<file path="config.mk">
export PLATFORM = sky130hd
export DESIGN_NAME = cache_ctrl_fsm_flat
export DESIGN_NICKNAME = d
export VERILOG_FILES = /design/src/rtl/ctrl_types_pkg.sv /design/src/rtl/cache_ctrl_if.sv /design/src/rtl/cache_ctrl_fsm.sv /design/src/flat_wrapper.sv
export SDC_FILE = /design/constraint.sdc
export NUM_CORES = 1
export LEC_CHECK = 0
export ABC_AREA = 1
export CAP_MARGIN = 10
export CORE_ASPECT_RATIO = 1.2
export CORE_MARGIN = 3
export CORE_UTILIZATION = 30
export CTS_BUF_LIST = sky130_fd_sc_hd__clkbuf_2 sky130_fd_sc_hd__clkbuf_4 sky130_fd_sc_hd__clkbuf_8
export DETAILED_ROUTE_END_ITERATION = 8
export SLEW_MARGIN = 15
export SYNTH_ARGS = -nofsm -noshare
export SYNTH_HDL_FRONTEND = slang
export SYNTH_SLANG_ARGS = --single-unit
</file>
<file path="constraint.sdc">
create_clock -name clk -period 1.8 [get_ports clk]
set_input_delay 0.27 -clock clk [delete_from_list [all_inputs] [get_ports clk]]
set_output_delay 0.27 -clock clk [all_outputs]
set_load 0.02 [all_outputs]
</file>
<file path="src/rtl/ctrl_types_pkg.sv">
// Shared types for the cache controller: sub-FSM status bundle, opcodes and response codes.
// Pure type/constant package; no logic, no latency, no flow control.
package ctrl_types_pkg;

    typedef struct packed {
        logic done;
        logic error;
    } sub_cmd_t;

    localparam logic [1:0] OP_NOP = 2'b00;
    localparam logic [1:0] OP_GET = 2'b01;
    localparam logic [1:0] OP_PUT = 2'b10;
    localparam logic [1:0] OP_DEL = 2'b11;

    localparam logic [1:0] ST_OK      = 2'b00;
    localparam logic [1:0] ST_ERROR   = 2'b01;
    localparam logic [1:0] ST_TIMEOUT = 2'b10;

endpackage

</file>
<file path="src/rtl/cache_ctrl_if.sv">
// Host request/response handshake bundle for the cache controller.
// Valid/ready on both directions; the master is the host, the slave is the controller.
interface cache_ctrl_if;

    logic       req_valid;
    logic       req_ready;
    logic [1:0] req_op;
    logic       resp_valid;
    logic       resp_ready;
    logic [1:0] resp_status;

    modport master (
        output req_valid, req_op, resp_ready,
        input  req_ready, resp_valid, resp_status
    );

    modport slave (
        input  req_valid, req_op, resp_ready,
        output req_ready, resp_valid, resp_status
    );

endinterface

</file>
<file path="src/rtl/cache_ctrl_fsm.sv">
// IDLE/EXEC/RESP controller dispatching GET/PUT/DEL to sub-FSMs; min 3 cycles accept-to-response.
// One request in flight; req_ready only in IDLE, RESP holds until resp_ready.
module cache_ctrl_fsm #(
    parameter int unsigned TIMEOUT_CYCLES = 16
) (
    input  logic                      clk,
    input  logic                      rst_n,
    cache_ctrl_if.slave               bus,
    output logic                      get_en,
    output logic                      put_en,
    output logic                      del_en,
    output logic                      get_enter,
    output logic                      put_enter,
    output logic                      del_enter,
    input  ctrl_types_pkg::sub_cmd_t  get_cmd,
    input  ctrl_types_pkg::sub_cmd_t  put_cmd,
    input  ctrl_types_pkg::sub_cmd_t  del_cmd,
    output logic                      busy
);

    import ctrl_types_pkg::*;

    typedef enum logic [1:0] {
        S_IDLE = 2'b00,
        S_EXEC = 2'b01,
        S_RESP = 2'b10
    } state_t;

    localparam logic [7:0] CNT_LAST = 8'(TIMEOUT_CYCLES - 1);

    state_t     state_q, state_d;
    logic [1:0] op_q;
    logic [7:0] cnt_q;
    logic [1:0] status_q, status_d;
    sub_cmd_t   sel_cmd;
    logic       first_exec;

    // counter is cleared on accept, so zero marks the enter cycle
    assign first_exec = (cnt_q == 8'd0);

    always_comb begin
        sel_cmd = '0;
        case (op_q)
            OP_GET:  sel_cmd = get_cmd;
            OP_PUT:  sel_cmd = put_cmd;
            OP_DEL:  sel_cmd = del_cmd;
            default: sel_cmd = '0;
        endcase
    end

    always_ff @(posedge clk or negedge rst_n) begin
        if (!rst_n) begin
            state_q  <= S_IDLE;
            op_q     <= OP_NOP;
            cnt_q    <= 8'd0;
            status_q <= ST_OK;
        end else begin
            state_q  <= state_d;
            status_q <= status_d;
            if (state_q == S_IDLE && bus.req_valid) begin
                op_q  <= bus.req_op;
                cnt_q <= 8'd0;
            end else if (state_q == S_EXEC && cnt_q != 8'hFF) begin
                cnt_q <= cnt_q + 8'd1;
            end
        end
    end

    always_comb begin
        state_d  = state_q;
        status_d = status_q;
        case (state_q)
            S_IDLE: begin
                if (bus.req_valid) begin
                    if (bus.req_op == OP_NOP) begin
                        state_d  = S_RESP;
                        status_d = ST_OK;
                    end else begin
                        state_d = S_EXEC;
                    end
                end
            end
            S_EXEC: begin
                // stale done/error from the previous op is still visible in the enter cycle
                if (!first_exec) begin
                    if (sel_cmd.error) begin
                        state_d  = S_RESP;
                        status_d = ST_ERROR;
                    end else if (sel_cmd.done) begin
                        state_d  = S_RESP;
                        status_d = ST_OK;
                    end else if (cnt_q == CNT_LAST) begin
                        state_d  = S_RESP;
                        status_d = ST_TIMEOUT;
                    end
                end
            end
            S_RESP: begin
                if (bus.resp_ready) begin
                    state_d = S_IDLE;
                end
            end
            default: state_d = S_IDLE;
        endcase
    end

    always_comb begin
        bus.req_ready   = 1'b0;
        bus.resp_valid  = 1'b0;
        bus.resp_status = status_q;
        busy            = 1'b0;
        get_en          = 1'b0;
        put_en          = 1'b0;
        del_en          = 1'b0;
        get_enter       = 1'b0;
        put_enter       = 1'b0;
        del_enter       = 1'b0;
        case (state_q)
            S_IDLE: bus.req_ready = 1'b1;
            S_EXEC: begin
                busy = 1'b1;
                case (op_q)
                    OP_GET: begin
                        get_en    = 1'b1;
                        get_enter = first_exec;
                    end
                    OP_PUT: begin
                        put_en    = 1'b1;
                        put_enter = first_exec;
                    end
                    OP_DEL: begin
                        del_en    = 1'b1;
                        del_enter = first_exec;
                    end
                    default: ;
                endcase
            end
            S_RESP: begin
                busy           = 1'b1;
                bus.resp_valid = 1'b1;
            end
            default: ;
        endcase
    end

endmodule

</file>
<file path="src/flat_wrapper.sv">
// flat-port wrapper written by rule: the top's interface ports become plain ports
module cache_ctrl_fsm_flat import ctrl_types_pkg::*;
#(
    parameter int unsigned TIMEOUT_CYCLES = 16
)
  (clk, rst_n, get_en, put_en, del_en, get_enter, put_enter, del_enter, get_cmd, put_cmd, del_cmd, busy, bus_req_valid, bus_req_op, bus_resp_ready, bus_req_ready, bus_resp_valid, bus_resp_status);
  cache_ctrl_if bus_i ();
  input  logic clk;
  input  logic rst_n;
  output logic get_en;
  output logic put_en;
  output logic del_en;
  output logic get_enter;
  output logic put_enter;
  output logic del_enter;
  input  ctrl_types_pkg::sub_cmd_t get_cmd;
  input  ctrl_types_pkg::sub_cmd_t put_cmd;
  input  ctrl_types_pkg::sub_cmd_t del_cmd;
  output logic busy;
  input wire logic [$bits(bus_i.req_valid)-1:0] bus_req_valid;
  input wire logic [$bits(bus_i.req_op)-1:0] bus_req_op;
  input wire logic [$bits(bus_i.resp_ready)-1:0] bus_resp_ready;
  output wire logic [$bits(bus_i.req_ready)-1:0] bus_req_ready;
  output wire logic [$bits(bus_i.resp_valid)-1:0] bus_resp_valid;
  output wire logic [$bits(bus_i.resp_status)-1:0] bus_resp_status;
  assign bus_i.req_valid = bus_req_valid;
  assign bus_i.req_op = bus_req_op;
  assign bus_i.resp_ready = bus_resp_ready;
  assign bus_req_ready = bus_i.req_ready;
  assign bus_resp_valid = bus_i.resp_valid;
  assign bus_resp_status = bus_i.resp_status;
  cache_ctrl_fsm #(.TIMEOUT_CYCLES(TIMEOUT_CYCLES)) u_core (.clk(clk), .rst_n(rst_n), .bus(bus_i), .get_en(get_en), .put_en(put_en), .del_en(del_en), .get_enter(get_enter), .put_enter(put_enter), .del_enter(del_enter), .get_cmd(get_cmd), .put_cmd(put_cmd), .del_cmd(del_cmd), .busy(busy));
endmodule
</file>
==> metrics <==
FP Rows=22; # port buffers=22; Synth Area in Simple Gates=37.1%; register area=350 um2; commonest non-fill, non-tap cell in the layout=nand2_1; clock buffers created by TritonCTS=3; VDD IR max=0.605 mV; syn nets=159; TritonCTS Sinks=14; status=complete, no violations; share of power burned in registers=26.1%; Period Utilization, post-route=98.6%; die width=58.9 um; max frequency=563 MHz; Final Power=1970 uW; Setup crit start=u_core.cnt_q[0]$_DFFE_PN0P_; xor/xnor share of the synthesized area=2.61%; Max Slew Vio Count=0; TritonCTS clock tree=done; Final WS setup=0.0253 ns; R2R Path End=u_core.cnt_q[7]$_DFFE_PN0P_; CTS max path bufs=2; Fillers=337; CTS Root Cell=clkbuf_4; largest net degree at the start of global routing=9; clock share of power=9.0%; power per standard cell area=1380 nW/um2; first-pass GRT wire length=4.41 mm; Worst Reg-to-Reg Cells=9; NetSw=937 uW; vias per cell=4.79; 1st-iter DRT viols=39; sequential area share after synthesis=34.8%; Hold Path Class=primary input to asynchronous set/reset pin; Place WS=-0.153 ns; Max FO, Critical Path=4; Static Leakage=0.000736 uW; Ports=23; final setup violation count=0; kind of critical path=flip-flop to primary output; Final Hold Fails=0; Data required, critical path=1.53 ns; share of cells above drive strength 1=25.4%; area occupied by multi-input gates=594 um2; area delta synth->final=41.8%; DRC errors left=0; flops & latches, synth=14; largest family of logic cells by synthesized area=simple AND/OR/NAND/NOR gates; Worst Clk Skew=0.00408 ns; core box area=3140 um2; reg-to-reg setup timing slack=0.10 ns; post-synthesis adder-cell area fraction=6.22%; vias in the first global route=1,030; clock-pin slew on the worst setup and hold paths=0.08 ns; First-pass DRT Iterations=6; syn_area_per_cell=7.08 um2; gr usage total=13.7%; die height=69.4 um; via count=1,040; H-tree depth=1; Comb pwr share=65.0%; most frequent cells in the layout=nand2_1 (33), buf_4 (18), inv_1 (17); Initial Util=32.1%; FF-to-FF Start=u_core.state_q[0]$_DFFE_PN0P_; Sw Share=47.6%; Synth Warn #=0; Syn Inst Count=142; cts hold-fix bufs=0; cell internal pwr=1030 uW; ANT nets after route=0; total wire length=2.61 mm; initial antenna violation count=0; detailed placer's ending HPWL=2.05 mm; WL/cell=12.0 um; clock latency on the worst-skew pair=0.28 ns; minimum clock period after layout=1.77 ns; Compound-Gate Fraction of Synth Area=8.33%; max cap viols=0; Die Area=4090 um2; Post-CTS Setup Inserts=0; max_slew headroom=74.1%; Nets=200; mux contribution to synthesized area=0%; Crit. End Element=primary output; Critical Path AT=1.50 ns; Final Wtd Congestion=0.860; RSZ-0062 raised after global routing=yes; CP startpoint kind=flip-flop; Synth Cell Area=1010 um2; Congestion Overflow GR=0; Unique masters post-synth=21; Worst-Margin Slew=0.388 ns; Inserted Diodes=0
-- kinds of logic after synthesis --
logic type / after synthesis
buffers and inverters: 24
XOR/XNOR: 3
AO/OA/AOI/OAI: 15
adder cells (fa/ha/maj): 5
flip-flops: 14
AND/OR/NAND/NOR: 81
-- power by group through the flow --
stage / Clock, uW / Combinational (uW) / Sequential, uW
2_1_floorplan: 0 / 760 / 511
3_3_place_gp: 0 / 1220 / 499
3_5_place_dp: 0 / 1240 / 508
4_1_cts: 186 / 1230 / 513
5_1_grt: 196 / 1440 / 532
6_report: 177 / 1280 / 513
-- cell type report --
class,count,area share [%]
clock buffer,3,1.58
inverter,21,5.88
multi-input combinational,104,41.7
sequential,14,24.6
tap,36,3.16
timing repair buffer,39,23.2
-- flip-flops by register name (all words and copies together), names as in the netlist --
name	flops
u_core.cnt_q	8
u_core.op_q	2
u_core.state_q	2
u_core.bus.resp_status	2
-- critical path, cell delays in order, from the launching register on --
cell	delay [ns]
dfrtp_1	0.39
inv_2	0.09
ha_4	0.14
nand2_2	0.06
nor3_2	0.13
nand3_2	0.14
nor2_1	0.13
buf_4	0.15
-- cell usage after synthesis (all sizes together) --
master | count | area [um2]
nand4 | 5 | 31.3
inv | 20 | 75.1
xor2 | 3 | 26.3
nand2 | 40 | 170
o22ai | 2 | 12.5
o21ai | 9 | 48.8
dfrtp | 14 | 350
nand3 | 17 | 85.1
o31ai | 1 | 7.51
a21oi | 3 | 15.0
nor2 | 16 | 60.1
ha | 5 | 62.6
buf | 3 | 26.3
nor3 | 3 | 26.3
clkinv | 1 | 8.76
-- worst max path at each step --
| stage | to | slack [ns] | depth (start not counted) |
|---|---|---|---|
| after detailed placement | get_enter | -0.15 | 7 |
| after global routing | get_enter | -0.05 | 7 |
| after global placement | get_enter | -0.11 | 7 |
| final | get_enter | 0.03 | 7 |
| after floorplan | del_enter | 0.15 | 6 |
| after CTS | del_en | 0.01 | 6 |
-- per-layer routing --
layer	global-route usage, %	share of wire, %
met4	4.53	1.2
met3	1.68	5.8
met2	24.0	50
met1	16.7	43
met5	0	0
-- through the flow --
| stage | utilization (%) | TNS [ns] | cell area [um2] | instances | hold slack (ns) |
|---|---|---|---|---|---|
| after floorplan | - | 0 | 1010 | 142 | -0.0256 |
| after global placement | 43.7 | -0.337 | 1370 | 214 | 0.459 |
| after detailed placement | 43.7 | -0.445 | 1370 | 214 | 0.476 |
| after CTS | 44.7 | 0 | 1400 | 217 | 0.284 |
| after global routing | 45.5 | -0.125 | 1430 | 217 | 0.287 |
| final | 45.5 | 0 | 1430 | 217 | 0.270 |
-- timing repair --
action / 4_1_cts / 5_1_grt
resized for setup: 30 / 13
setup endpoints to repair: 9 / 8
pin swaps: 3 / 5
Note: power is estimated with default switching activity, not from simulation.
==> variant 1: new RTL, same flow settings <==
Encoding of `state_t`: now one-hot (3 bits for 3 states).
--- a/src/rtl/cache_ctrl_fsm.sv
+++ b/src/rtl/cache_ctrl_fsm.sv
@@ -21,8 +21,8 @@
     import ctrl_types_pkg::*;
 
-    typedef enum logic [1:0] {
-        S_IDLE = 2'b00,
-        S_EXEC = 2'b01,
-        S_RESP = 2'b10
+    typedef enum logic [2:0] {
+        S_IDLE = 3'b001,
+        S_EXEC = 3'b010,
+        S_RESP = 3'b100
     } state_t;
 
Function: no difference found for any inputs over 10 cycles, from zero or initial values and one cycle with rst_n low; not proved beyond that.
==> variant 1 against the unedited design <==
Power down 4.8%. Design area grew 2.1%. Area after synthesis down 0.50%. Wire length down 4.5%. Combinational power fell by 12%. Worst hold slack gained 8.1 ps. Non-clock buffer count stayed put. Sequential cell count grew 1. Worst setup slack improved by 32 ps. Critical path type unchanged. Largest cell class unchanged.
==> variant 1: results (changes against the unedited design) <==
synth cell count leaders nand2_1, nand3_1, nor2_1; Leak 0.7427 nW (+0.85%); Clock Skews 6.708 ps (+2.625 ps); placed cell areas 1371 µm² (about the same); Final Non-Filler Cells 218 (+0.46%); max_cap viols 0 (unchanged); Crit Path Class reg -> out; # nets final 197 (-1.5%); Critical R2R Launch u_core.cnt_q[1]$_DFFE_PN0P_; Max Fanout on Critical Path 4 (unchanged); status completed; Iter 0 DRT Violations 16 (-59%); WL final 2493 µm (-4.5%); CTS H-tree depth 1 (unchanged); ranking of synthesized cells by area dfrtp_1, nand2_1, nand3_1, nor2_1, inv_1; largest registers u_core.cnt_q (8), u_core.state_q (3); first-pass GRT wire length 4181 µm (-5.2%); ratio of cells with drive above 1 in the final layout 0.3187 (+0.06454); Buffers on Ports 22 (unchanged); number of global-route vias before repair 1,005 (-2.4%); maximum vdd drop 0.5803 mV (-4.1%); Post-Syn Nets 153 (-3.8%); post-DP HPWL 1971 µm (-4.0%); routability cong. 0.7820 (-9.1%); Max-slew headroom 0.8078 (+0.06726); R2R cell count 10 (+1); Cells after DPL 211 (-1.4%); FF-to-FF End u_core.bus.resp_status[1]$_DFFE_PN0P_; DR pass1 iterations 4 (-2); Global Route Usage Sum 0.1307 (-0.005855); largest net degree at the start of global routing 16 (+7); number of antenna violations at the first check in global routing 0 (unchanged); Post-Syn Instances 139 (-2.1%); dominant synthesized flop cell dfrtp_1; synth unique cells 22 (+4.8%); antenna fix cells 0 (unchanged); pre-CTS setup slack -142.4 ps (+10.84 ps); Yosys Warn Count 0 (unchanged); Num CTS Buffers 3 (unchanged); asr flop ratio synth 1.000 (unchanged); via/cell ratio 4.748 (-0.94%); clk root buf clkbuf_4; Seq/Total Area, Yosys 0.3763 (+0.02799); Clock transition at path regs about 90 ps; clock latency at the later pin of the worst-skew pair 290 ps; Bufs on Longest Clock Path 2 (unchanged); HP Class in -> async; r2r setup slk 190 ps (+90 ps); Hold WS 278.5 ps (+8.078 ps)
## variant 1: cell types whose count changed after synthesis, moves of 2 or more
cell | unedited run | this run
o22ai_1 | 2 | 0
or2_2 | 0 | 2
inv_1 | 20 | 16
buf_4 | 2 | 0
nor2_2 | 0 | 5
ha_1 | 5 | 2
nand2_1 | 34 | 28
nand3_2 | 0 | 3
inv_2 | 0 | 6
## variant 1: final cells by class
class	count	area [µm²]
Fill cell	338	1682
Clock buffer	3	22.52
Tap cell	36	45.04
Timing Repair Buffer	39	330.3
Multi-Input combinational cell	102	594.3
Sequential cell	15	376.6
Inverter	22	82.58
Clock inverter	1	5.005
## variant 1: kinds of logic after synthesis
family / share of synthesized area
simple gates: 0.4112
buf+inv: 0.08250
flops: 0.3763
compound gates: 0.07000
xor+xnor: 0.03500
fa+ha+maj: 0.02500
## variant 1: power by group
group	switching, mW	internal (mW)	total (mW)
logic	0.660	0.471	1.13
clock network	0.114	0.0827	0.197
registers	0.0919	0.454	0.546
## variant 1: worst max-delay path: stages, from the launching register on
cell     delay, ps
dfrtp_1        410
inv_2           90
ha_4           140
nand3_4         60
nor2_4         100
nand3_4        120
nor2_4         140
buf_6          120
## variant 1: worst max path at each step
stage	to	slack, ps
final	put_enter	60
after global routing	del_enter	-30
after CTS	del_enter	-20
after detailed placement	del_enter	-140
after global placement	del_enter	-70
after floorplan	busy	280
## variant 1: timing repair
item                                    in CTS  in global routing
hold buffers                                 0                  0
pin swaps                                    0                  6
endpoints found under the setup margin       9                  7
resized for setup                           24                 23
buffers inserted                             0                  3
## variant 1: per-layer routing
| layer | global-route usage | part of all wire |
|---|---|---|
| met2 | 0.2359 | 0.56 |
| met1 | 0.1452 | 0.39 |
| met3 | 0.01676 | 0.028 |
| met4 | 0.06045 | 0.020 |
| met5 | 0 | 0 |
==> variant 2: new RTL, same settings <==
Without the edit above. `TIMEOUT_CYCLES` is set to 16 in 2 places; all go to 15.
--- a/src/rtl/cache_ctrl_fsm.sv
+++ b/src/rtl/cache_ctrl_fsm.sv
@@ -2,5 +2,5 @@
 // One request in flight; req_ready only in IDLE, RESP holds until resp_ready.
 module cache_ctrl_fsm #(
-    parameter int unsigned TIMEOUT_CYCLES = 16
+    parameter int unsigned TIMEOUT_CYCLES = 15
 ) (
     input  logic                      clk,
--- a/src/flat_wrapper.sv
+++ b/src/flat_wrapper.sv
@@ -2,5 +2,5 @@
 module cache_ctrl_fsm_flat import ctrl_types_pkg::*;
 #(
-    parameter int unsigned TIMEOUT_CYCLES = 16
+    parameter int unsigned TIMEOUT_CYCLES = 15
 )
   (clk, rst_n, get_en, put_en, del_en, get_enter, put_enter, del_enter, get_cmd, put_cmd, del_cmd, busy, bus_req_valid, bus_req_op, bus_resp_ready, bus_req_ready, bus_resp_valid, bus_resp_status);
Function: no difference found for any inputs over 10 cycles, from zero or initial values and one cycle with rst_n low; that may be too few to reach the edited logic, so the function may still have changed.
==> variant 2 against the unedited design <==
Wire length rose by 2.1%. Combinational power shrank 14%. Maximum frequency rose by 4.2%. Sequential cell count is the same. Area after synthesis is 6.6% higher. Sequential share of layout area shrank 0.99 points. Count of clock-buffer cells in the layout rose by 1. Synthesized cell count up 1.4%. Design area rose by 4.2%. Worst setup slack better by 71 ps. Power decreased by 4.3%. Global-route usage rose by 0.073 points. Worst hold slack improved by 65 ps. Largest cell class unchanged.
==> variant 2: results (changes against the unedited design) <==
Post-Syn Instances 144 (+1.4%); placed cell areas 1436 µm² (+4.6%); Multi-input gate area 601.8 µm² (+1.3%); M1 wire length 1086 µm (-2.9%); synth unique cells 26 (+24%); synth cell count leaders nand2_1, inv_1, dfrtp_1, nand3_1, nor2_1; Routed wire per std cell 12.06 µm (+0.26%); ranking of synthesized cells by area dfrtp_1, nand2_1, ha_1, inv_1, nand3_1; WL met3 81 µm (-46%); Max Fanout on Critical Path 4 (unchanged); worst slew pin tran 362.7 ps (-25.19 ps); first-pass GRT wire length 4616 µm (+4.7%); pre-CTS setup slack -84.83 ps (+68.38 ps); Seq/Total Area, Yosys 0.3267 (-0.02154); Leak 0.7812 nW (+6.1%); Clock transition at path regs 60 ps (-20 ps); Layout fillers 354 (+5.0%); max reg flops 8 (unchanged); clk root buf clkbuf_8; Global Route Usage Sum 0.1373 (+0.0007292); routability cong. 0.7625 (-11%); clock latency at the later pin of the worst-skew pair 250 ps (-30 ps); largest net degree at the start of global routing 15 (+6); Worst path slowest cell dfrtp_1; post-DP HPWL 2126 µm (+3.6%); ratio of cells with drive above 1 in the final layout 0.2717 (+0.01760); Iter 0 DRT Violations 53 (+36%); Clock Skews 0.5213 ps (-3.562 ps); met1 Track Usage GR 0.1497 (-0.01695); met3 Use GR 0.01802 (+0.001258); Util after Layout 0.4377 (-0.01681); critical path arrival 1430 ps (-70 ps); largest delay contributor family on the critical path buffers and inverters; met2 Resource Use GR 0.2485 (+0.008956); Final Non-Filler Cells 221 (+1.8%); maximum vdd drop 0.3976 mV (-34%); status completed; Biggest register u_core.cnt_q; NetSw 0.8615 mW (-8.0%); WL met2 1424 µm (+8.8%); DR pass1 iterations 4 (-2); Post-Syn Nets 162 (+1.9%); Setup Fix Bufs, Post-CTS 0 (unchanged); vias 1,086 (+4.4%); number of antenna violations at the first check in global routing 0 (unchanged); Buffers on Ports 22 (unchanged); # nets final 203 (+1.5%)
variant 2: worst paths after layout:
kind / endpoint / from / slack [ps] / cells past startpoint
max: del_en / u_core.state_q[1]$_DFFE_PN0P_ / 100 / 5
min: u_core.bus.resp_status[1]$_DFFE_PN0P_ / rst_n / 340 / 2
max reg2reg: u_core.bus.resp_status[1]$_DFFE_PN0P_ / u_core.state_q[1]$_DFFE_PN0P_ / 230 / 8
min reg2reg: u_core.bus.resp_status[0]$_DFFE_PN0P_ / u_core.bus.resp_status[0]$_DFFE_PN0P_ / 480 / 2
max in group asynchronous: u_core.cnt_q[5]$_DFFE_PN0P_ / rst_n / 1290 / 2
min in group clk: u_core.bus.resp_status[0]$_DFFE_PN0P_ / u_core.bus.resp_status[0]$_DFFE_PN0P_ / 480 / 2
variant 2: final cells by class:
type	instances	area share
repair buffers	40	0.2290
multi-input cells	102	0.4049
clock buffers	4	0.03704
inverters	24	0.06229
flip-flops and latches	14	0.2357
well taps	37	0.03114
variant 2: timing repair:
action | 4_1_cts | 5_1_grt
pin swaps | 0 | 0
endpoints found under the setup margin | 9 | 6
resized for setup | 18 | 7
variant 2: kinds of logic after synthesis:
logic type,share of synthesized area
compound gates,0.08634
xor+xnor,0.008170
fa+ha+maj,0.07001
buf+inv,0.1213
flops,0.3267
simple gates,0.3874
variant 2: power by group through the flow:
stage	Sequential [mW]	Clock, mW	Combinational [mW]
after floorplan	0.446	0	0.773
after detailed placement	0.472	0	1.13
after CTS	0.466	0.329	1.09
after global placement	0.465	0	1.11
final	0.467	0.318	1.10
after global routing	0.479	0.339	1.24
variant 2: worst reg2reg max path: stages (launching register included):
cell	delay, ps
dfrtp_1	380
inv_1	90
ha_2	230
inv_4	50
buf_4	160
o22ai_1	300
nand3_2	130
nand2_1	80
nand2_1	50
